<file path="src/rtl/tone_pkg.sv">
// tone_pkg: constants and types shared by the audio-input tone blocks.
// HALF_* values are half-period counts of reference tones at 25 MHz.
package tone_pkg;

   localparam int unsigned HALF_400HZ = 31250;
   localparam int unsigned HALF_700HZ = 17857;

   typedef enum logic {
      IDLE    = 1'b0,
      MEASURE = 1'b1
   } tone_state_t;

   // True when a measured interval lies inside the inclusive window [lo, hi].
   function automatic logic inWindow(input logic [16:0] value,
                                     input logic [16:0] lo,
                                     input logic [16:0] hi);
      return (value >= lo) && (value <= hi);
   endfunction

endpackage

</file>
<file path="src/rtl/tone_meter_edge_sync.sv">
// edge_sync: brings an asynchronous level into the clock domain through two
// flops and emits a one-cycle pulse on every rising or falling transition.
module edge_sync (
   input  logic i_clock,
   input  logic i_reset,
   input  logic i_async,
   output logic o_edge
);

   logic r_meta;
   logic r_sync;
   logic r_last;

   // Two synchronizer stages, then one delay stage to compare against.
   always_ff @(posedge i_clock or posedge i_reset) begin
      if (i_reset) begin
         r_meta <= 1'b0;
         r_sync <= 1'b0;
         r_last <= 1'b0;
      end else begin
         r_meta <= i_async;
         r_sync <= r_meta;
         r_last <= r_sync;
      end
   end

   assign o_edge = r_sync ^ r_last;

endmodule

</file>
<file path="src/rtl/tone_meter.sv">
// tone_meter: measures the half-period of a square-wave audio input in clock
// cycles, strobes each in-window measurement and flags a stable tone.
// Optional pitch-sweep detection is enabled by defining SWEEP_DETECT_EN.
module tone_meter #(
   parameter int unsigned MIN_COUNT = 15000,
   parameter int unsigned MAX_COUNT = 40000,
   parameter int unsigned LOCK_N    = 4
) (
   input  logic        clock_25mhz,
   input  logic        reset,
   input  logic        audio_in,
   output logic [15:0] half_period,
   output logic        period_valid,
   output logic        tone_present,
   output logic        sweep_up,
   output logic        sweep_down
);

   import tone_pkg::*;

   localparam logic [16:0] MIN_V   = 17'(MIN_COUNT);
   localparam logic [16:0] MAX_V   = 17'(MAX_COUNT);
   localparam logic [15:0] MAX_CNT = 16'(MAX_COUNT);
   localparam logic [3:0]  LOCK_V  = 4'(LOCK_N);

   logic        w_edge;
   tone_state_t r_state;
   tone_state_t w_stateNext;
   logic [15:0] r_cnt;
   logic [15:0] w_cntNext;
   logic [3:0]  r_run;
   logic [3:0]  w_runNext;
   logic [15:0] r_halfPeriod;
   logic [15:0] w_halfNext;
   logic        r_valid;
   logic        w_validNext;
   logic        r_present;
   logic        w_presentNext;
   logic [16:0] w_measured;
   logic        w_inWindow;
   logic        w_accept;
   logic        w_reject;
   logic        w_timeout;

   edge_sync u_edgeSync (
      .i_clock (clock_25mhz),
      .i_reset (reset),
      .i_async (audio_in),
      .o_edge  (w_edge)
   );

   // Measured interval is one more than the cycles counted since the last edge;
   // an edge coinciding with the timeout yields MAX+1 and is therefore rejected.
   assign w_measured = {1'b0, r_cnt} + 17'd1;
   assign w_inWindow = inWindow(w_measured, MIN_V, MAX_V);
   assign w_accept   = (r_state == MEASURE) && w_edge && w_inWindow;
   assign w_reject   = (r_state == MEASURE) && w_edge && !w_inWindow;
   assign w_timeout  = (r_state == MEASURE) && !w_edge && (r_cnt == MAX_CNT);

   // State and output registers; all outputs come straight from flops.
   always_ff @(posedge clock_25mhz or posedge reset) begin
      if (reset) begin
         r_state      <= IDLE;
         r_cnt        <= '0;
         r_run        <= '0;
         r_halfPeriod <= '0;
         r_valid      <= 1'b0;
         r_present    <= 1'b0;
      end else begin
         r_state      <= w_stateNext;
         r_cnt        <= w_cntNext;
         r_run        <= w_runNext;
         r_halfPeriod <= w_halfNext;
         r_valid      <= w_validNext;
         r_present    <= w_presentNext;
      end
   end

   // Next-state decisions: first edge arms the meter, later edges are judged
   // against the window, and a silent MAX_COUNT interval drops back to IDLE.
   always_comb begin
      w_stateNext   = r_state;
      w_cntNext     = r_cnt;
      w_runNext     = r_run;
      w_halfNext    = r_halfPeriod;
      w_validNext   = 1'b0;
      w_presentNext = r_present;
      case (r_state)
         IDLE: begin
            w_cntNext = '0;
            if (w_edge) begin
               w_stateNext = MEASURE;
            end
         end
         MEASURE: begin
            if (w_accept) begin
               w_cntNext     = '0;
               w_halfNext    = w_measured[15:0];
               w_validNext   = 1'b1;
               w_runNext     = (r_run >= LOCK_V) ? LOCK_V : (r_run + 4'd1);
               w_presentNext = (w_runNext == LOCK_V);
            end else if (w_reject) begin
               w_cntNext     = '0;
               w_runNext     = '0;
               w_presentNext = 1'b0;
            end else if (w_timeout) begin
               w_stateNext   = IDLE;
               w_cntNext     = '0;
               w_runNext     = '0;
               w_presentNext = 1'b0;
            end else begin
               w_cntNext = r_cnt + 16'd1;
            end
         end
         default: begin
            w_stateNext = IDLE;
            w_cntNext   = '0;
         end
      endcase
   end

   assign half_period  = r_halfPeriod;
   assign period_valid = r_valid;
   assign tone_present = r_present;

`ifdef SWEEP_DETECT_EN
   logic [15:0] r_prevPeriod;
   logic        r_prevValid;
   logic        r_sweepUp;
   logic        r_sweepDown;

   // Compare each accepted period with the previous one; a shorter period
   // means the pitch is rising. Any break in the run forgets the history.
   always_ff @(posedge clock_25mhz or posedge reset) begin
      if (reset) begin
         r_prevPeriod <= '0;
         r_prevValid  <= 1'b0;
         r_sweepUp    <= 1'b0;
         r_sweepDown  <= 1'b0;
      end else if (w_accept) begin
         if (r_prevValid) begin
            r_sweepUp   <= (w_measured[15:0] < r_prevPeriod);
            r_sweepDown <= (w_measured[15:0] > r_prevPeriod);
         end else begin
            r_sweepUp   <= 1'b0;
            r_sweepDown <= 1'b0;
         end
         r_prevPeriod <= w_measured[15:0];
         r_prevValid  <= 1'b1;
      end else if (w_reject || w_timeout) begin
         r_prevValid <= 1'b0;
         r_sweepUp   <= 1'b0;
         r_sweepDown <= 1'b0;
      end
   end

   assign sweep_up   = r_sweepUp;
   assign sweep_down = r_sweepDown;
`else
   assign sweep_up   = 1'b0;
   assign sweep_down = 1'b0;
`endif

endmodule

</file>
<file path="config.mk">
export PLATFORM = sky130hd
export DESIGN_NAME = tone_meter
export DESIGN_NICKNAME = d
export VERILOG_FILES = /design/src/rtl/tone_pkg.sv /design/src/rtl/tone_meter_edge_sync.sv /design/src/rtl/tone_meter.sv
export SDC_FILE = /design/constraint.sdc
export NUM_CORES = 1
export LEC_CHECK = 0
export ABC_CLOCK_PERIOD_IN_PS = 3800
export CORE_MARGIN = 4
export CORE_UTILIZATION = 45
export DETAILED_ROUTE_END_ITERATION = 8
export HOLD_SLACK_MARGIN = 0.03
export PLACE_DENSITY = 0.72
export RECOVER_POWER = 25
export SYNTH_ARGS = -nofsm -noshare
export SYNTH_HDL_FRONTEND = slang
export SYNTH_SLANG_ARGS = --single-unit
</file>
<file path="constraint.sdc">
create_clock -name clock_25mhz -period 3.8 [get_ports clock_25mhz]
set_input_delay 0.57 -clock clock_25mhz [delete_from_list [all_inputs] [get_ports clock_25mhz]]
set_output_delay 0.57 -clock clock_25mhz [all_outputs]
set_load 0.03 [all_outputs]
</file>
==> impl_metrics.csv, run 1 <==
group,metric,value,unit
floorplanning,num_rows,25,
clock_tree,clk-insertion-delay-late,300,ps
global_route,grt_max_degree,24,
timing,max_freq,328,MHz
drt,antenna_left,0,
clock_tree,cts_resized,0,
global_route,groute.usage.overall,15.6,%
synth,synth_fa_ha_area_share,1.64,%
worst_setup_path,startpoint_type,"flop",
synth,synth_top_family_by_area,"simple AND/OR/NAND/NOR gates",
floorplanning,fp.dieW,79.4,microns
synth,synth_edf_count,0,
clock_tree,htreeDepth,2,
timing,finalSetupTns,0,ps
worst_setup_path,path_cells,"ha_1 -> nand3_2 -> nor4_4 -> xnor2_1 -> o311ai_1 -> and4_1 -> nand3_2 -> buf_4 -> mux2_4",
worst_setup_path,cpPeakStageDelay,460,ps
layout,fin_util,54.1,%
floorplanning,dieArea,0.00631,sq mm
synth,seq_area_frac_synth,45.8,%
place,dp_hpwl,3.10,mm
synth,synth_ff_type,"dfrtp_1",
floorplanning,die_y,79.4,microns
worst_setup_path,required,3980,ps
worst_setup_path,path_max_fanout,16,
worst_setup_path,crit_family,"simple AND/OR/NAND/NOR gates",
global_route,antenna_found_initial,0,
worst_setup_path,crit_path_end_kind,"flop",
layout,final_cells,296,
power,leakage,0.00120,uW
clock_tree,cts_hold_buf,0,
worst_setup_path,cp_slowest_cell,"dfrtp_1",
job,maxCapViolations,0,
worst_setup_path,critPathArrivalTime,3230,ps
timing,final_hold_viol_count,0,
timing,drv_slew,0,
drt,wl_per_cell,14.7,microns
drt,viasPerCell,5.34,
timing,skew,6.93,ps
timing,worst_slew_pin_slew,877,ps
synth,synth_xor_area_share,6.49,%
synth,synth-compound-area-share,7.63,%
synth,syn_avg_cell_area,10.8,sq um
global_route,grt-ovfl-total,0,
timing,slew_headroom,41.5,%
global_route,grt_pass1_vias,1524,
synth,synthMuxAreaShare,10.1,%
run_status,outcome,"complete, no violations",
drt,drc,0,
timing,setup_viol,0,
clock_tree,root_buffer,"clkbuf_8",
layout,nFillCells,416,
layout,syn_to_final_growth,13.6,%
synth,yosysWarnings,0,
synth,yosys.area_share.simple,21.5,%
layout,drive_above_1_share,12.7,%
clock_tree,post_cts_buffers,0,
clock_tree,cts_tree,"done",
drt,dr.pass1.iters,5,
global_route,grt_pass1_wl,7.56,mm
clock_tree,cts.sinks,42,
clock_tree,numCtsBuffers,5,
synth,yosys.area.top_type,"dfrtp_1",
timing,rsz0062_at_grt,"no",
synth,netlist_instances,213,
place,port-buffer-count,20,
timing,finalCritPeriodShare,80.3,%
clock_tree,cts_buffer_depth,2,
floorplanning,coreArea,0.00482,sq mm
drt,wl,4.35,mm
drt,drt_iter0_markers,100,
worst_hold_path,min_path_type,"reg2reg",
worst_setup_path,worst_path_most_repeated_cell,"nand3_2",
drt,via_count,1582,
synth,async_flop_share,100,%
synth,synth_most_common_cell,"dfrtp_1",
clock_tree,clk_pin_slew,80,ps
power,peakVddDrop,201,uV
place,place_congestion,0.901,
place,dp_cells,288,
layout,num_antenna_cells,0,
worst_setup_path,worstPathBufferInverterCount,1,
power,power,859,uW
synth,synth.cells.most_frequent,"42 x dfrtp_1, 15 x nand2_1, 13 x inv_1, 13 x nor2_1, 12 x mux2_4",
synth,synth_seq_cells,42,
synth,synth_cell_types,45,
power,p_per_area,330,mW/mm^2
synth,synth_area,0.00229,sq mm
floorplanning,start_util,47.6,%
timing,hold_slack,355,ps
worst_setup_path,critPathKind,"reg2reg",
synth,yosys-top-cells-area,"dfrtp_1 46%, mux2_4 7.9%, xnor2_1 4.2%, nor4_4 2.8%, nor2b_1 2.7%",
timing,min_period,3050,ps
layout,fin_nets,234,
synth,yosysTopAreaCellShare,45.8,%
floorplanning,num_io_pins,23,
[report_power, final]
part / internal, uW / leakage [uW] / switching (uW)
Combinational: 13.1 / 0.000578 / 31.9
Clock: 196 / 0.0000514 / 153
Sequential: 454 / 0.000572 / 11.7
[cell usage in the layout (no fill, tap or decap), drive strengths merged, types with 2 or more instances in the layout]
cell and n:
nor4 5, and2 2, clkdlybuf4s50 18, nand2 15, and3 2, or4 2
xor2 6, a21oi 2, nor2b 10, conb 2, a211oi 2, xnor2 11
o2111ai 2, clkbuf 6, o31ai 2, inv 14, nand4 5, dlygate4sd3 2
nor3 6, nor2 13, mux2i 4, nand3 11, mux2 13, a2bb2oi 2
or3 3, nor4b 2, a311oi 2, dfrtp 42, ha 3, buf 2
o21ai 7, and4 2
[worst reg2reg max path: stages, from the launching register on]
cell      delay, ps
dfrtp_1         460
ha_1            290
nand3_2         300
nor4_4          350
xnor2_1         180
o311ai_1        280
and4_1          230
nand3_2         200
buf_4           300
mux2_4          330
[sequential cells by signal (all words and copies together) (netlist names)]
signal             count
u_edgeSync.r_meta      1
period_valid           1
half_period           16
r_state                1
r_cnt                 16
u_edgeSync.r_sync      1
u_edgeSync.r_last      1
tone_present           1
r_run                  4
[cell families after synthesis]
logic type,count (synthesis)
buffers and inverters,29
adders and majority gates,3
xor gates and xnor gates,17
muxes,17
and+or+nand+nor,80
AOI/OAI and AO/OA,24
DFF,42
other,1
[metal layers]
metal | track usage, % | vias up | routed length [microns]
met3 | 3.50 | 17 | 269
met1 | 22.8 | 732 | 2110
met4 | 6.87 | 0 | 145
met5 | 0 | - | 0
li1 | - | 771 | -
met2 | 21.9 | 62 | 1830
[stage by stage]
step / setup WS (ps) / cell area, sq um
2_1_floorplan: 1350 / 2300
3_3_place_gp: 854 / 2500
3_5_place_dp: 770 / 2500
4_1_cts: 775 / 2610
5_1_grt: 517 / 2610
6_report: 749 / 2610
[final timing paths]
path	start	end	slack, ps	depth (start not counted)
setup / recovery	r_cnt[0]	half_period[2]	750	9
hold / removal	u_edgeSync.r_meta	u_edgeSync.r_sync	360	0
setup reg to reg	r_cnt[0]	half_period[2]	750	9
hold reg to reg	u_edgeSync.r_meta	u_edgeSync.r_sync	360	0
max in group asynchronous	reset	r_cnt[8]	2130	3
min in group asynchronous	reset	u_edgeSync.r_sync	890	2
[cell type report]
cell class,count,area [sq um],area share [%]
clock buffer,6,72.6,2.78
clock inverter,2,37.5,1.44
inverter,14,52.6,2.02
multi-input combinational,143,1090,42.0
sequential,42,1050,40.3
tap,67,83.8,3.22
timing repair buffer,22,215,8.26
(Power assumes the default switching activity.)
==> run 2, diff against run 1 <==
--- a/config.mk
+++ b/config.mk
@@ -5,12 +5,12 @@
 export SDC_FILE = /design/constraint.sdc
 export NUM_CORES = 1
 export LEC_CHECK = 0
-export ABC_CLOCK_PERIOD_IN_PS = 3800
+export ABC_CLOCK_PERIOD_IN_PS = 2500
 export CORE_MARGIN = 4
 export CORE_UTILIZATION = 45
 export DETAILED_ROUTE_END_ITERATION = 8
 export HOLD_SLACK_MARGIN = 0.03
-export PLACE_DENSITY = 0.72
+export PLACE_DENSITY = 0.75
 export RECOVER_POWER = 25
 export SYNTH_ARGS = -nofsm -noshare
 export SYNTH_HDL_FRONTEND = slang
==> constraint.sdc (replaced) <==
create_clock -name clock_25mhz -period 2.5 [get_ports clock_25mhz]
set_input_delay 0.375 -clock clock_25mhz [delete_from_list [all_inputs] [get_ports clock_25mhz]]
set_output_delay 0.375 -clock clock_25mhz [all_outputs]
set_load 0.03 [all_outputs]
==> impl_metrics.csv, run 2 (synthesized netlist as in run 1, its figures left out) <==
group,metric,value,unit
power,p_per_area,436,mW/mm^2
drt,viasPerCell,5.34,
drt,wl,5.08,mm
floorplanning,dieArea,0.00631,sq mm
timing,finalCritPeriodShare,102,%
floorplanning,num_rows,25,
worst_setup_path,rrSetupSlack,-40,ps
worst_setup_path,worstPathBufferInverterCount,5,
drt,wl_per_cell,15.5,microns
worst_setup_path,reg2reg_depth,11,
timing,hold_slack,355,ps
power,leakage,0.00137,uW
worst_hold_path,min_from,"u_edgeSync.r_meta",
worst_setup_path,critPathKind,"reg2reg",
place,place_congestion,0.897,
drt,drc,0,
layout,syn_to_final_growth,27.6,%
global_route,antenna_found_initial,0,
layout,drive_above_1_share,29.6,%
worst_hold_path,min_path_type,"reg2reg",
global_route,grt_pass1_vias,1631,
power,peakVddDrop,319,uV
clock_tree,numCtsBuffers,5,
worst_setup_path,worst_path_most_repeated_cell,"buf_4",
worst_setup_path,cp_slowest_cell,"dfrtp_1",
layout,layout_commonest_cell,"dfrtp_1",
worst_hold_path,hold_depth,0,
run_status,violations,"setup timing",
drt,antenna_left,0,
layout,fin_util,60.8,%
timing,drv_slew,0,
global_route,grt-ovfl-total,0,
worst_setup_path,path_cells,"buf_4 -> nand4_1 -> buf_4 -> nor4_4 -> buf_4 -> buf_4 -> nor4b_1 -> o221ai_1 -> nand3_2 -> buf_12 -> mux2_4",
floorplanning,die_y,79.4,microns
clock_tree,clk-insertion-delay-late,300,ps
worst_setup_path,critPathArrivalTime,2730,ps
clock_tree,cts_tree,"done",
clock_tree,cts.sinks,42,
drt,via_count,1747,
layout,num_antenna_cells,0,
job,maxCapViolations,0,
timing,max_freq,394,MHz
floorplanning,start_util,47.6,%
timing,final_hold_viol_count,0,
floorplanning,coreArea,0.00482,sq mm
clock_tree,clk_pin_slew,80,ps
layout,final_cell_mix,"41 x dfrtp_1, 29 x buf_4, 18 x clkdlybuf4s50_1",
place,port-buffer-count,20,
place,dp_cells,307,
timing,worst_slew_pin_slew,1020,ps
timing,rsz0062_at_grt,"yes",
global_route,grt_pass1_wl,7.98,mm
clock_tree,cts_buffer_depth,2,
clock_tree,htreeDepth,2,
worst_setup_path,path_max_fanout,15,
layout,fin_nets,265,
global_route,groute.usage.overall,16.3,%
floorplanning,num_io_pins,23,
run_status,outcome,"finished with violations",
worst_setup_path,r2r-start,"r_cnt[1]",
timing,min_period,2540,ps
worst_setup_path,crit_family,"buffers and inverters",
worst_setup_path,startpoint_type,"flop",
worst_setup_path,crit_path_end_kind,"flop",
timing,setup_viol,13,
global_route,grt_max_degree,43,
timing,skew,5.77,ps
place,dp_hpwl,3.25,mm
worst_setup_path,required,2690,ps
layout,nFillCells,393,
layout,final_cells,327,
clock_tree,root_buffer,"clkbuf_8",
drt,dr.pass1.iters,5,
worst_setup_path,rr_endpoint,"half_period[5]",
drt,drt_iter0_markers,178,
timing,fin_ws,-41.2,ps
floorplanning,fp.dieW,79.4,microns
timing,slew_headroom,32.0,%
worst_setup_path,cpPeakStageDelay,430,ps
worst_hold_path,hold_path_end,"u_edgeSync.r_sync",
[run 2: changes by cell type in the layout (fill, tap and decap cells not counted), moves of 2 or more]
cell     delta
nor3_1      -2
ha_1        -2
buf_4      +27
nor3_2      +2
o21ai_2     +2
buf_6       +2
[run 2: layer usage]
metal | share of wire (%) | global-route usage, % | wire length, microns | vias to the layer above
met1 | 44 | 22.8 | 2250 | 842
met3 | 4.5 | 3.72 | 227 | 15
met2 | 49 | 23.8 | 2490 | 60
li1 | - | - | - | 830
met5 | 0 | 0 | 0 | -
met4 | 2.2 | 7.90 | 111 | 0
[run 2: worst max path at each step]
stage                  start         endpoint  slack [ps]  depth (start not counted)
floorplan           r_cnt[0]  half_period[13]          50                         10
global placement    r_cnt[0]  half_period[15]          80                          9
detailed placement  r_cnt[0]  half_period[15]          70                          9
CTS                 r_cnt[0]  half_period[15]          50                          9
global route        r_cnt[1]   half_period[1]        -130                         10
finish              r_cnt[1]   half_period[5]         -40                         11
[run 2: power breakdown]
part / leakage (uW) / switching [uW] / internal [uW]
combinational: 0.000747 / 71.0 / 49.9
clock: 0.0000482 / 231 / 223
sequential: 0.000571 / 13.0 / 689
[run 2: metrics by stage]
stage / cell area, sq um / power (uW) / setup TNS, ps / setup WS, ps
finish: 2930 / 1280 / -377 / -41.2
floorplan: 2300 / 774 / 0 / 47.2
detailed placement: 2650 / 816 / 0 / 74.9
global route: 2930 / 1340 / -1730 / -135
CTS: 2740 / 1270 / 0 / 48.5
global placement: 2650 / 813 / 0 / 77.3
[run 2: cell type report]
class                   count  area [sq um]  area share, %
multi-input cells         143          1180           40.4
flip-flops and latches     42          1050           35.9
repair buffers             53           465           15.9
clock buffers               7          86.3           2.95
well taps                  67          83.8           2.86
inverters                  14          52.6           1.79
clock inverters             1          5.00          0.171
[run 2: worst register-to-register path, cell delays in order, from the launching register on]
cell      delay [ps]
dfrtp_1          430
buf_4            160
nand4_1           90
buf_4            160
nor4_4            50
buf_4            140
buf_4            130
nor4b_1          410
o221ai_1         200
nand3_2          150
buf_12           180
mux2_4           320
[run 2: timing repair]
| item | 4_1_cts | 5_1_grt |
|---|---|---|
| setup endpoints to repair | 0 | 20 |
| gates resized for setup | 0 | 22 |
| setup buffers | 0 | 12 |
| hold buffers | 0 | 0 |
==> run 3, diff against run 2 <==
--- a/config.mk
+++ b/config.mk
@@ -6,6 +6,7 @@
 export NUM_CORES = 1
 export LEC_CHECK = 0
 export ABC_CLOCK_PERIOD_IN_PS = 2500
+export CAP_MARGIN = 30
 export CORE_MARGIN = 4
 export CORE_UTILIZATION = 45
 export DETAILED_ROUTE_END_ITERATION = 8
==> results of run 3 <==
The final DEF is identical to that of run 2; final timing and power are the same.
